## src/rtl/debounce_edge.sv

```systemverilog
// debounce_edge: multi-channel synchroniser, stability-counter debouncer and edge detector.
// Each channel is independent. The debounced level o follows the synchronised input only
// after that input has differed from o for STABLE_CYCLES consecutive clocks. rise, fall
// and evt are registered, so they line up with the cycle in which the new o first appears.
module debounce_edge #(
  parameter int unsigned      WIDTH         = 4,
  parameter int unsigned      SYNC_STAGES   = 2,
  parameter int unsigned      STABLE_CYCLES = 4,
  // evt source: 0 = rise, 1 = fall, 2 = both
  parameter int unsigned      EDGE_MODE     = 0,
  parameter logic [WIDTH-1:0] RESET_VAL     = '0
) (
  input  logic             clk,
  input  logic             rst_n,
  input  logic [WIDTH-1:0] i,
  output logic [WIDTH-1:0] o,
  output logic [WIDTH-1:0] rise,
  output logic [WIDTH-1:0] fall,
  output logic [WIDTH-1:0] evt
);

  localparam int unsigned     CntW   = $clog2(STABLE_CYCLES + 1);
  localparam logic [CntW-1:0] CntMax = CntW'(STABLE_CYCLES - 1);

  logic [WIDTH-1:0] sync_q [SYNC_STAGES];
  logic [WIDTH-1:0] sync_d [SYNC_STAGES];
  logic [CntW-1:0]  cnt_q  [WIDTH];
  logic [CntW-1:0]  cnt_d  [WIDTH];
  logic [WIDTH-1:0] o_q, o_d;
  logic [WIDTH-1:0] rise_q, rise_d;
  logic [WIDTH-1:0] fall_q, fall_d;
  logic [WIDTH-1:0] evt_q, evt_d;
  logic [WIDTH-1:0] sync_out;

  assign sync_out = sync_q[SYNC_STAGES-1];

  // Synchroniser chain: stage 0 samples the raw pins, later stages shift.
  always_comb begin
    sync_d[0] = i;
    for (int k = 1; k < SYNC_STAGES; k++) begin
      sync_d[k] = sync_q[k-1];
    end
  end

  // Stability counter per channel; any agreement between s and o restarts the count.
  always_comb begin
    o_d = o_q;
    for (int n = 0; n < WIDTH; n++) begin
      cnt_d[n] = '0;
      if (sync_out[n] != o_q[n]) begin
        if (cnt_q[n] == CntMax) begin
          o_d[n] = sync_out[n];
        end else begin
          cnt_d[n] = cnt_q[n] + 1'b1;
        end
      end
    end
  end

  // Edge pulses derived from the next level so they coincide with the registered o change.
  always_comb begin
    rise_d = o_d & ~o_q;
    fall_d = ~o_d & o_q;
    if (EDGE_MODE == 1) begin
      evt_d = fall_d;
    end else if (EDGE_MODE == 2) begin
      evt_d = rise_d | fall_d;
    end else begin
      evt_d = rise_d;
    end
  end

  // State registers; reset aborts any count in progress without producing a pulse.
  always_ff @(posedge clk or negedge rst_n) begin
    if (!rst_n) begin
      for (int k = 0; k < SYNC_STAGES; k++) begin
        sync_q[k] <= RESET_VAL;
      end
      for (int n = 0; n < WIDTH; n++) begin
        cnt_q[n] <= '0;
      end
      o_q    <= RESET_VAL;
      rise_q <= '0;
      fall_q <= '0;
      evt_q  <= '0;
    end else begin
      for (int k = 0; k < SYNC_STAGES; k++) begin
        sync_q[k] <= sync_d[k];
      end
      for (int n = 0; n < WIDTH; n++) begin
        cnt_q[n] <= cnt_d[n];
      end
      o_q    <= o_d;
      rise_q <= rise_d;
      fall_q <= fall_d;
      evt_q  <= evt_d;
    end
  end

  assign o    = o_q;
  assign rise = rise_q;
  assign fall = fall_q;
  assign evt  = evt_q;

endmodule

```

## config.mk

```make
export PLATFORM = sky130hd
export DESIGN_NAME = debounce_edge
export DESIGN_NICKNAME = d
export VERILOG_FILES = /design/src/rtl/debounce_edge.sv
export SDC_FILE = /design/constraint.sdc
export NUM_CORES = 1
export LEC_CHECK = 0
export CAP_MARGIN = 10
export CORE_MARGIN = 2
export CORE_UTILIZATION = 49
export CTS_BUF_LIST = sky130_fd_sc_hd__clkbuf_4 sky130_fd_sc_hd__clkbuf_8
export DETAILED_ROUTE_END_ITERATION = 10
export GPL_TIMING_DRIVEN = 0
export PLACE_DENSITY = 0.87
export SLEW_MARGIN = 25
export SYNTH_ARGS = -nofsm -noshare
export SYNTH_HDL_FRONTEND = slang
export SYNTH_SLANG_ARGS = --single-unit
```

## constraint.sdc

```tcl
create_clock -name clk -period 2.6 [get_ports clk]
set_clock_uncertainty 0.1 [all_clocks]
set_input_delay 0.26 -clock clk [delete_from_list [all_inputs] [get_ports clk]]
set_output_delay 0.26 -clock clk [all_outputs]
set_load 0.02 [all_outputs]
```

# Word level (Yosys, flattened, before mapping)
# Index checks and enable logic that the tools add are counted.
[op_classes]
n_addsub = 4
eq_ne = 8
mux = 16
bitwise = 4
[ops]
columns = ["operator", "n"]
rows = [
  ["$mux 3", 8],
  ["$add 3x1->3 const B", 4],
  ["$eq 3x2->1 const B", 4],
  ["$and 4x4->4", 2],
  ["$mux 1", 8],
  ["$not 4->4", 2],
  ["$ne 1x1->1", 4],
]
[totals]
regBits = 32
in_bits = 6
out_inout_bits = 16
word_cells = 41

# Longest topological paths before layout
# Gate-level depths: netlist of the first run.
[depth]
ltp_word = 5
mapped_depth = 3

# Worst setup path after synthesis of the first run
# Ideal clock, no wire load.
[synth_timing]
kind = "reg2reg"
startpoint = "register cnt_q[6] (netlist bit)"
endpoint = "register o_q[1] (netlist: o[1])"
arrival_ns = 1.023
required_ns = 2.375
path_slack_ns = 1.351
path_stages_with_launch = 4
n_path_buf = 0
synth_period_minus_slack_ns = 1.249
cell_sequence = "dfrtp_1 -> ha_1 -> and2b_4 -> mux2_4"
[synth_between]
elab_chain_len = 3
[synth_rtl]
columns = ["element", "line", "rtl"]
rows = [
  ["start, declared", "27", "logic [CntW-1:0] cnt_q [WIDTH];"],
  ["start signal, assigned by index", "91", "cnt_q[n] <= cnt_d[n];"],
  ["$eq 3x2->1", "51", "if (cnt_q[n] == CntMax) begin"],
  ["$mux 1", "51", ""],
  ["$mux 1", "50", "if (sync_out[n] != o_q[n]) begin"],
  ["named net o_d[1]", "29", "logic [WIDTH-1:0] o_q, o_d;"],
  ["end signal, assigned", "82", "o_q <= RESET_VAL;"],
  ["end signal, assigned", "93", "o_q <= o_d;"],
  ["end, declared", "29", ""],
]
# The timed path passes the listed nets, and every way through them passes these cells.

# Final worst setup path of the first run
[layout_timing]
startpoint = "register o_q[3] (netlist: o[3])"
endpoint = "output port o[3]"
[layout_rtl]
columns = ["element", "line", "rtl"]
rows = [
  ["end, declared", "16", "output logic [WIDTH-1:0] o,"],
]
# No word-level cell between the ends.

==> impl_results.md, run 1 <==
* Finished Layout Cells at around 130
* Post-DP HPWL at 1260 um
* Total number of vias at 640
* Grt total ovfl at 0
* Post-Synthesis Cell Area at 1180 um^2
* # clock sinks at 32
* Hold Path Class: reg2reg
* Top-area cell type share of the netlist area at 0.681
* Sequential Power Share at 0.488
* Tot Pwr at about 1.4 mW
* Max-Cap Viols at 0
* # rows at 17
* Ratio of cells with drive above 1 in the final layout at 0.183
* Post-Synth Simple-Gate Area at 0.177
* Post-CTS setup buffers at 0
* Final count of negative-setup-slack endpoints at 0
* Initial antenna violation count at 0
* CTS tree: built
* Crit share post-route at 0.674
* Final setup margin at ~850 ps
* Sw Pwr at 0.401 mW
* Post-synth top area cell: dfrtp_1
* Die area at approximately 2800 um^2
* Crit path max-delay family: buffers and inverters
* Synthesized Nets at 84
* R2R Setup Slk at 1300 ps
* Synth area leaders: dfrtp_1, nor3b_1, ha_1
* Sequential area share after synthesis at 0.681
* CP required at about 2200 ps
* Leak pwr at 0.672 nW
* CTS Buf Count at 5
* Post-layout nets at 113
* Clock power frac at 0.226
* Maximum vdd drop at 0.701 mV
* Status: completed
* DRC viols at 0
* Cells after DPL at between 100 and 150
* Clock transition at path regs at 90 ps
* Post-Syn Area per Cell at 15.9 um^2
* Hold Vio Cnt, Final at 0
* Commonest non-fill, non-tap cell in the layout: dfrtp_1
* Initial DRC Count at 4
* FF+latch count, synth at 32
* Core ar. at between 2000 and 2500 um^2
* Hold slack at 254 ps
* Most frequent cells in the layout: dfrtp_1, clkdlybuf4s50_1, nor3b_1
* Slowest stage delay, CP at 630 ps
* Crit path launch type: flop
* Antenna viol nets, final at 0
* Post-synthesis adder-cell area fraction at 0.0426
* Pre-CTS setup slack at about 1200 ps
* # port buffers at 21
* Slew HR at 0.561
* CP cell instances: clkdlybuf4s50_1
* Post-DR wirelength/cell at about 13 um
* I/O Pins at 22
* Initial Util at 0.527
* Die H at 53.0 um
* Unique cell type count in the Yosys netlist at 12
* Pre-Repair DR Iteration Count at 3
* Post-synthesis compound-gate area fraction at 0
* Pint at 0.961 mW
* Least-Margin Pin Slew at roughly 660 ps
* H-tree Lvls at 2
* PD cells at slightly above 900 nW/um^2
* Maximum buffer depth of the clock tree at 2
* Tmin final at approximately 1800 ps
* Largest net degree at the start of global routing at 33
* CP Capture Type: output port
* Area Growth Syn to Fin at 26.9%
* Gr usage total at 0.165
* Largest family of logic cells by synthesized area: simple AND/OR/NAND/NOR gates
* Buffer and inverter count on the worst path at 1
* Root Buffer: clkbuf_4
* Gate power share at 0.286
* Via/cell ratio at 4.85
* Routed wire length at 1690 um
* Post-CTS Resized at 0
* Multiplexer share of the synthesized area at 0.0447
* Gpl congestion at 0.753
* Hold_buf cts at 1
* Synth Instances at 74
* First-pass GRT wire length at 3040 um
* Slew Limit Fails at 0
* WS Path Type: reg2out
* Xor/xnor share of the synthesized area at 0.0298
* Clock Latency Late Sink at 320 ps
* YS warnings at 0
* FMAX at between 500 and 600 MHz
* Crit Path Max Fanout at 5
* CP arrival at 1390 ps
* Vias in the first global route at 710
* Sum Neg Setup Slack at 0 ps
* RSZ-0062 raised after global routing: false
* Die Wd at 53.0 um
* CP max-delay cell: clkdlybuf4s50_1
* Ant diodes at 0
* Sw frac at 0.295
Yosys cell counts:
| cell | instances |
|---|---|
| and2b_4 | 2 |
| mux2_1 | 2 |
| nor3b_1 | 16 |
| and3b_1 | 2 |
| buf_4 | 4 |
| dfrtp_1 | 32 |
| nand2b_1 | 2 |
| ha_1 | 4 |
| mux2_4 | 2 |
| nand2b_4 | 2 |
| nor3_1 | 2 |
| xnor2_1 | 4 |
power by group through the flow:
| stage | Clock, mW | Combinational (mW) | Sequential [mW] |
|---|---|---|---|
| after global routing | 0.348 | 0.432 | 0.679 |
| final | 0.308 | 0.390 | 0.665 |
| after floorplan | 0 | 0.203 | 0.710 |
| after CTS | 0.321 | 0.396 | 0.666 |
| after detailed placement | 0 | 0.393 | 0.676 |
| after global placement | 0 | 0.370 | 0.668 |
final cells by class:
type	count	area, um^2
flip-flops and latches	32	801
fillers	170	741
well taps	28	35.0
repair buffers	22	215
plain buffers	4	30.0
clock buffers	8	66.3
multi-input cells	38	345
sequential cells by signal (all words and copies together) (netlist names):
register / cells
cnt_q: 12
o: 4
sync_out: 4
fall: 4
evt: 4
sync_d: 4
metal layers:
| layer | track usage | vias to the layer above | part of all wire |
|---|---|---|---|
| met5 | 0 | - | 0 |
| met4 | 0.115 | 0 | 0.024 |
| met3 | 0.0621 | 3 | 0.055 |
| met2 | 0.285 | 17 | 0.53 |
| met1 | 0.160 | 309 | 0.39 |
| li1 | - | 311 | - |
stage by stage:
| step | instance area [um^2] | utilization |
|---|---|---|
| final | 1490 | 0.668 |
| after global routing | 1490 | 0.668 |
| after CTS | 1490 | 0.668 |
| after detailed placement | 1420 | 0.634 |
| after global placement | 1420 | 0.636 |
| after floorplan | 1180 | - |
logic make-up after synthesis:
group	count (synthesis)
flops	32
simple gates	26
xor+xnor	4
buf+inv	4
mux	4
fa+ha+maj	4
path summary, 6_finish.rpt:
path | depth (start not counted) | start | end
worst max-delay path | 1 | o[3] | o[3]
worst min-delay path | 0 | sync_d[1] | sync_out[1]
worst max register to register | 3 | cnt_q[9] | o[0]
worst min register to register | 0 | sync_d[1] | sync_out[1]
max in group asynchronous | 2 | rst_n | sync_d[0]
min in group asynchronous | 2 | rst_n | cnt_q[11]
worst register-to-register path, cell delays in order, from the launching register on:
cell and delay (ps):
dfrtp_1 400, ha_1 250, nand2b_4 110, mux2_1 330
(Power assumes the default switching activity.)
==> inputs of run 2 (changes only) <==
--- a/config.mk
+++ b/config.mk
@@ -7,7 +7,7 @@
 export LEC_CHECK = 0
 export CAP_MARGIN = 10
 export CORE_MARGIN = 2
-export CORE_UTILIZATION = 49
+export CORE_UTILIZATION = 47
 export CTS_BUF_LIST = sky130_fd_sc_hd__clkbuf_4 sky130_fd_sc_hd__clkbuf_8
 export DETAILED_ROUTE_END_ITERATION = 10
 export GPL_TIMING_DRIVEN = 0
==> constraint.sdc (replaced) <==
create_clock -name clk -period 1.55 [get_ports clk]
set_clock_uncertainty 0.1 [all_clocks]
set_input_delay 0.155 -clock clk [delete_from_list [all_inputs] [get_ports clk]]
set_output_delay 0.155 -clock clk [all_outputs]
set_load 0.02 [all_outputs]
==> run 2 against run 1 <==
Clock power is 59% higher. Critical path depth stayed put. Cell count is 0.76% higher. Utilization is 5.7 points lower. Global-route usage is 2.4 points lower. Largest cell class unchanged. Via count is 1.9% higher. First-iteration DRC count is 50% higher. Routed wire length is 2.3% lower.
==> impl_results.md, run 2 (synthesis gave the netlist of run 1 again) <==
* # clock sinks at 32
* Crit Path Max Fanout at 1
* Status: completed
* Commonest non-fill, non-tap cell in the layout: dfrtp_1
* Core ar. at 2430 um^2
* Initial DRC Count at 6
* Crit share post-route at 0.966
* Via/cell ratio at slightly below 5
* Cells after DPL at 125
* R2R Setup Slk at about 260 ps
* Ant diodes at 0
* Post-CTS setup buffers at 0
* Final Core Density at 0.611
* WHS Path Cells at 1
* WS Path Type: reg2out
* Crit path max-delay family: buffers and inverters
* Slowest stage delay, CP at ~600 ps
* FF-to-FF End: o[1]
* Hold worst-path end: sync_d[1]
* CP required at 1290 ps
* Slew Limit Fails at 0
* RSZ-0062 raised after global routing: false
* Hold Path Class: in2reg
* Grt total ovfl at 0
* Biggest register: cnt_q
* Vias in the first global route at 664
* I/O Pins at 22
* Clock transition at path regs at 80 ps
* PD cells at 1480 nW/um^2
* Routed wire length at 1650 um
* Finished Layout Cells at 133
* CP Capture Type: output port
* CP max-delay cell: clkdlybuf4s50_1
* Post-DP HPWL at 1200 um
* # port buffers at 21
* CP cell instances: clkdlybuf4s50_1
* Ratio of cells with drive above 1 in the final layout at 0.175
* Least-Margin Pin Slew at 672 ps
* Post-DR wirelength/cell at 12.4 um
* # rows at 18
* Worst reg2reg startpoint: cnt_q[6]
* Area Growth Syn to Fin at 26.4%
* Initial Util at 0.484
* Crit path launch type: flop
* CTS tree: built
* Maximum vdd drop at slightly below 0.9 mV
* Slew HR at 0.552
* Pre-Repair DR Iteration Count at 2
* Die H at 54.0 um
* Tmin final at 1500 ps
* Total number of vias at 652
* Gr usage total at 0.141
* Largest net degree at the start of global routing at 33
* Max FFs per register at 12
* Buffer and inverter count on the worst path at 1
* Final count of negative-setup-slack endpoints at 0
* Maximum buffer depth of the clock tree at 2
* Max-Cap Viols at 0
* FMAX at between 600 and 700 MHz
* Hold Crit Start: i[1]
* Hold Vio Cnt, Final at 0
* CP arrival at roughly 1200 ps
* Die Wd at 54.0 um
* Clock Latency Late Sink at 300 ps
* Gpl congestion at 0.662
* First-pass GRT wire length at roughly 2700 um
* Most frequent cells in the layout: dfrtp_1, nor3b_1, dlygate4sd2_1
* DRC viols at 0
* Root Buffer: clkbuf_4
* Post-layout nets at about 110
* Leak pwr at 0.743 nW
* Antenna viol nets, final at 0
* Initial antenna violation count at 0
* H-tree Lvls at 2
* Die area at ~3000 um^2
* CTS Buf Count at 5
* Reg2Reg Depth at 3
## run 2: changes by cell type in the layout (fill, tap and decap cells not counted)
cell	change
clkbuf_4	-2
clkbuf_8	+1
dlygate4sd2_1	+10
dlymetal6s2s_1	+2
clkdlybuf4s50_1	-12
## run 2: power by group
group / internal, mW / switching, mW
combinational: 0.315 / 0.287
clock: 0.257 / 0.233
sequential: 0.993 / 0.120
## run 2: worst max-delay path by stage
stage	slack, ps	cells past startpoint	to	from
3_5_place_dp	250	2	rise[0]	evt[0]
6_report	50	1	fall[3]	fall[3]
4_1_cts	6	1	evt[2]	evt[2]
3_3_place_gp	-270	1	cnt_q[7]	rst_n
2_1_floorplan	300	3	o[1]	cnt_q[6]
5_1_grt	0.4	1	fall[3]	fall[3]
## run 2: routing by layer
layer  GRT usage  wire length (um)  vias to the layer above
li1            -                 -                      307
met1       0.131               653                      324
met2       0.266               885                       19
met3      0.0500                99                        2
met4      0.0750                10                        0
met5           0                 0                        -
## run 2: area by class of cell
class	count	area, um^2
Buffer	4	30.0
Clock buffer	7	65.1
Fill cell	196	946
Multi-Input combinational cell	38	345
Sequential cell	32	801
Tap cell	30	37.5
Timing Repair Buffer	22	208
## run 2: what timing repair did
action / 4_1_cts / 5_1_grt
resized for setup: 10 / 2
pin swaps: 0 / 0
hold buffers: 1 / 0
endpoints found under the hold margin: 32 / 0
setup endpoints to repair: 10 / 2
## run 2: through the flow
step / setup slack, ps / total power, mW / area [um^2] / hold WS [ps] / setup TNS [ps]
3_3_place_gp: -272 / 1.74 / 1420 / 233 / -8670
3_5_place_dp: 254 / 1.78 / 1420 / 132 / 0
6_report: 52.5 / 2.21 / 1490 / 180 / 0
4_1_cts: 6.07 / 2.25 / 1480 / 166 / 0
2_1_floorplan: 301 / 1.53 / 1180 / -241 / 0
5_1_grt: 0.402 / 2.34 / 1490 / 166 / 0
==> inputs of run 3 (changes only) <==
==> constraint.sdc (replaced) <==
create_clock -name clk -period 1.2 [get_ports clk]
set_clock_uncertainty 0.1 [all_clocks]
set_input_delay 0.12 -clock clk [delete_from_list [all_inputs] [get_ports clk]]
set_output_delay 0.12 -clock clk [all_outputs]
set_load 0.02 [all_outputs]
==> run 3 against run 2 <==
The run now ends with negative setup slack left. Die area stayed put. Cell area up 6.2%. Via count up 5.8%. Sequential share of layout area fell by 3.2 points. Register-to-register slack worse by 310 ps. Cell count up 6.8%. Critical endpoint is now o[2].
==> impl_results.md, run 3 (synthesis gave the netlist of run 1 again) <==
* Biggest register: cnt_q
* Final count of negative-setup-slack endpoints at 4
* Area Growth Syn to Fin at 34.3%
* CTS tree: built
* # rows at 18
* # port buffers at 21
* Via/cell ratio at 4.86
* CTS Buf Count at 5
* Largest net degree at the start of global routing at 33
* Finished Layout Cells at 142
* Routed wire length at 1840 um
* Crit Path Max Fanout at 3
* Post-DR wirelength/cell at ~13 um
* Die Wd at 54.0 um
* Grt total ovfl at 0
* Initial DRC Count at 4
* CP arrival at 1360 ps
* Die H at 54.0 um
* Initial Util at 0.484
* Hold Vio Cnt, Final at 0
* Least-Margin Pin Slew at 658 ps
* Leak pwr at roughly 0.75 nW
* CP required at 1310 ps
* Clock Latency Late Sink at 320 ps
* Post-DP HPWL at about 1200 um
* Maximum buffer depth of the clock tree at 2
* Pre-Repair DR Iteration Count at 2
* First-pass GRT wire length at between 2000 and 3000 um
* Max FFs per register at 12
* Die area at 2920 um^2
* Ratio of cells with drive above 1 in the final layout at 0.473
* WHS Path Cells at 1
* Reg2Reg Depth at 3
* DRC viols at 0
* Cells after DPL at ~130
* Core ar. at 2430 um^2
* Total number of vias at 690
* Clock transition at path regs at 90 ps
* FMAX at 801 MHz
* WS Path Type: reg2reg
* # clock sinks at 32
* Final setup margin at -48.6 ps
* Root Buffer: clkbuf_4
* Crit path launch type: flop
* Crit share post-route at 1.04
* Slew Limit Fails at 0
* Failing checks: negative setup slack
* Status: complete, but fails checks
* Vias in the first global route at 730
* Initial antenna violation count at 0
* Most frequent cells in the layout: dfrtp_1, nor3b_1, buf_4, buf_2, clkbuf_4
* CP Capture Type: flop
* Hold Path Class: in2reg
* Slew HR at 0.561
* Maximum vdd drop at roughly 1.1 mV
* Antenna viol nets, final at 0
* Max-Cap Viols at 0
* I/O Pins at 22
* Tmin final at approximately 1200 ps
* Post-layout nets at 121
* H-tree Lvls at 2
* PD cells at 2010 nW/um^2
* Gpl congestion at 0.685
* Commonest non-fill, non-tap cell in the layout: dfrtp_1
* Ant diodes at 0
* RSZ-0062 raised after global routing: true
* Tot Pwr at about 3.2 mW
* Gr usage total at 0.153
## run 3: cell count changes in the layout (fill, tap and decap cells not counted), moves of 4 or more
| cell | previous run | this run |
|---|---|---|
| ha_1 | 4 | 0 |
| clkdlybuf4s50_1 | 8 | 4 |
| buf_2 | 1 | 11 |
| buf_4 | 4 | 11 |
| dlygate4sd2_1 | 10 | 0 |
| buf_6 | 0 | 5 |
## run 3: worst max-delay path, cell delays in order, from the launching register on
cell     delay (ps)
dfrtp_1         400
ha_2            180
and2b_4         170
mux2_4          290
## run 3: layout make-up
cell class                 instances  area [um^2]
clock buffer                       8         66.3
buffer                             2         18.8
tap                               30         37.5
sequential                        32          801
multi-input combinational         38          408
timing repair buffer              32          248
fill                             179          853
## run 3: where the power goes
part	switching (mW)	internal (mW)
combinational	0.460	0.602
sequential	0.171	1.28
clock	0.328	0.334
total	0.959	2.22
## run 3: routing by layer
layer  wire [um]  global-route usage  vias to the layer above  part of all wire
met5           0                   0                        -                 0
met4          31              0.0875                        0             0.017
met3         112              0.0528                        5             0.061
met2        1020               0.287                       20              0.56
met1         669               0.140                      340              0.36
li1            -                   -                      325                 -
## run 3: final timing paths
check | from | endpoint | slack (ps)
worst max-delay path | cnt_q[3] | o[2] | -50
worst min register to register | sync_d[0] | sync_out[0] | 250
min in group asynchronous | rst_n | fall[0] | 260
worst max register to register | cnt_q[3] | o[2] | -50
worst min-delay path | i[3] | sync_d[3] | 130
max in group asynchronous | rst_n | sync_d[0] | 300
## run 3: repair_timing
action,in CTS,in global routing
gates resized for setup,66,13
setup buffers,9,1
setup endpoints to repair,20,22
hold endpoints to repair,32,0
pin swaps,4,2
hold buffers,1,0
cloned,0,0
## run 3: stage by stage
stage | setup TNS [ps] | area [um^2] | setup WS (ps) | utilization | hold slack [ps]
2_1_floorplan | -11.0 | 1190 | -5.52 | - | -276
3_3_place_gp | -19230 | 1430 | -593 | 0.590 | 234
3_5_place_dp | -481 | 1430 | -60.9 | 0.587 | 86.6
4_1_cts | -105 | 1610 | -61.3 | 0.661 | 124
5_1_grt | -315 | 1580 | -78.7 | 0.649 | 117
6_report | -103 | 1580 | -48.6 | 0.649 | 134
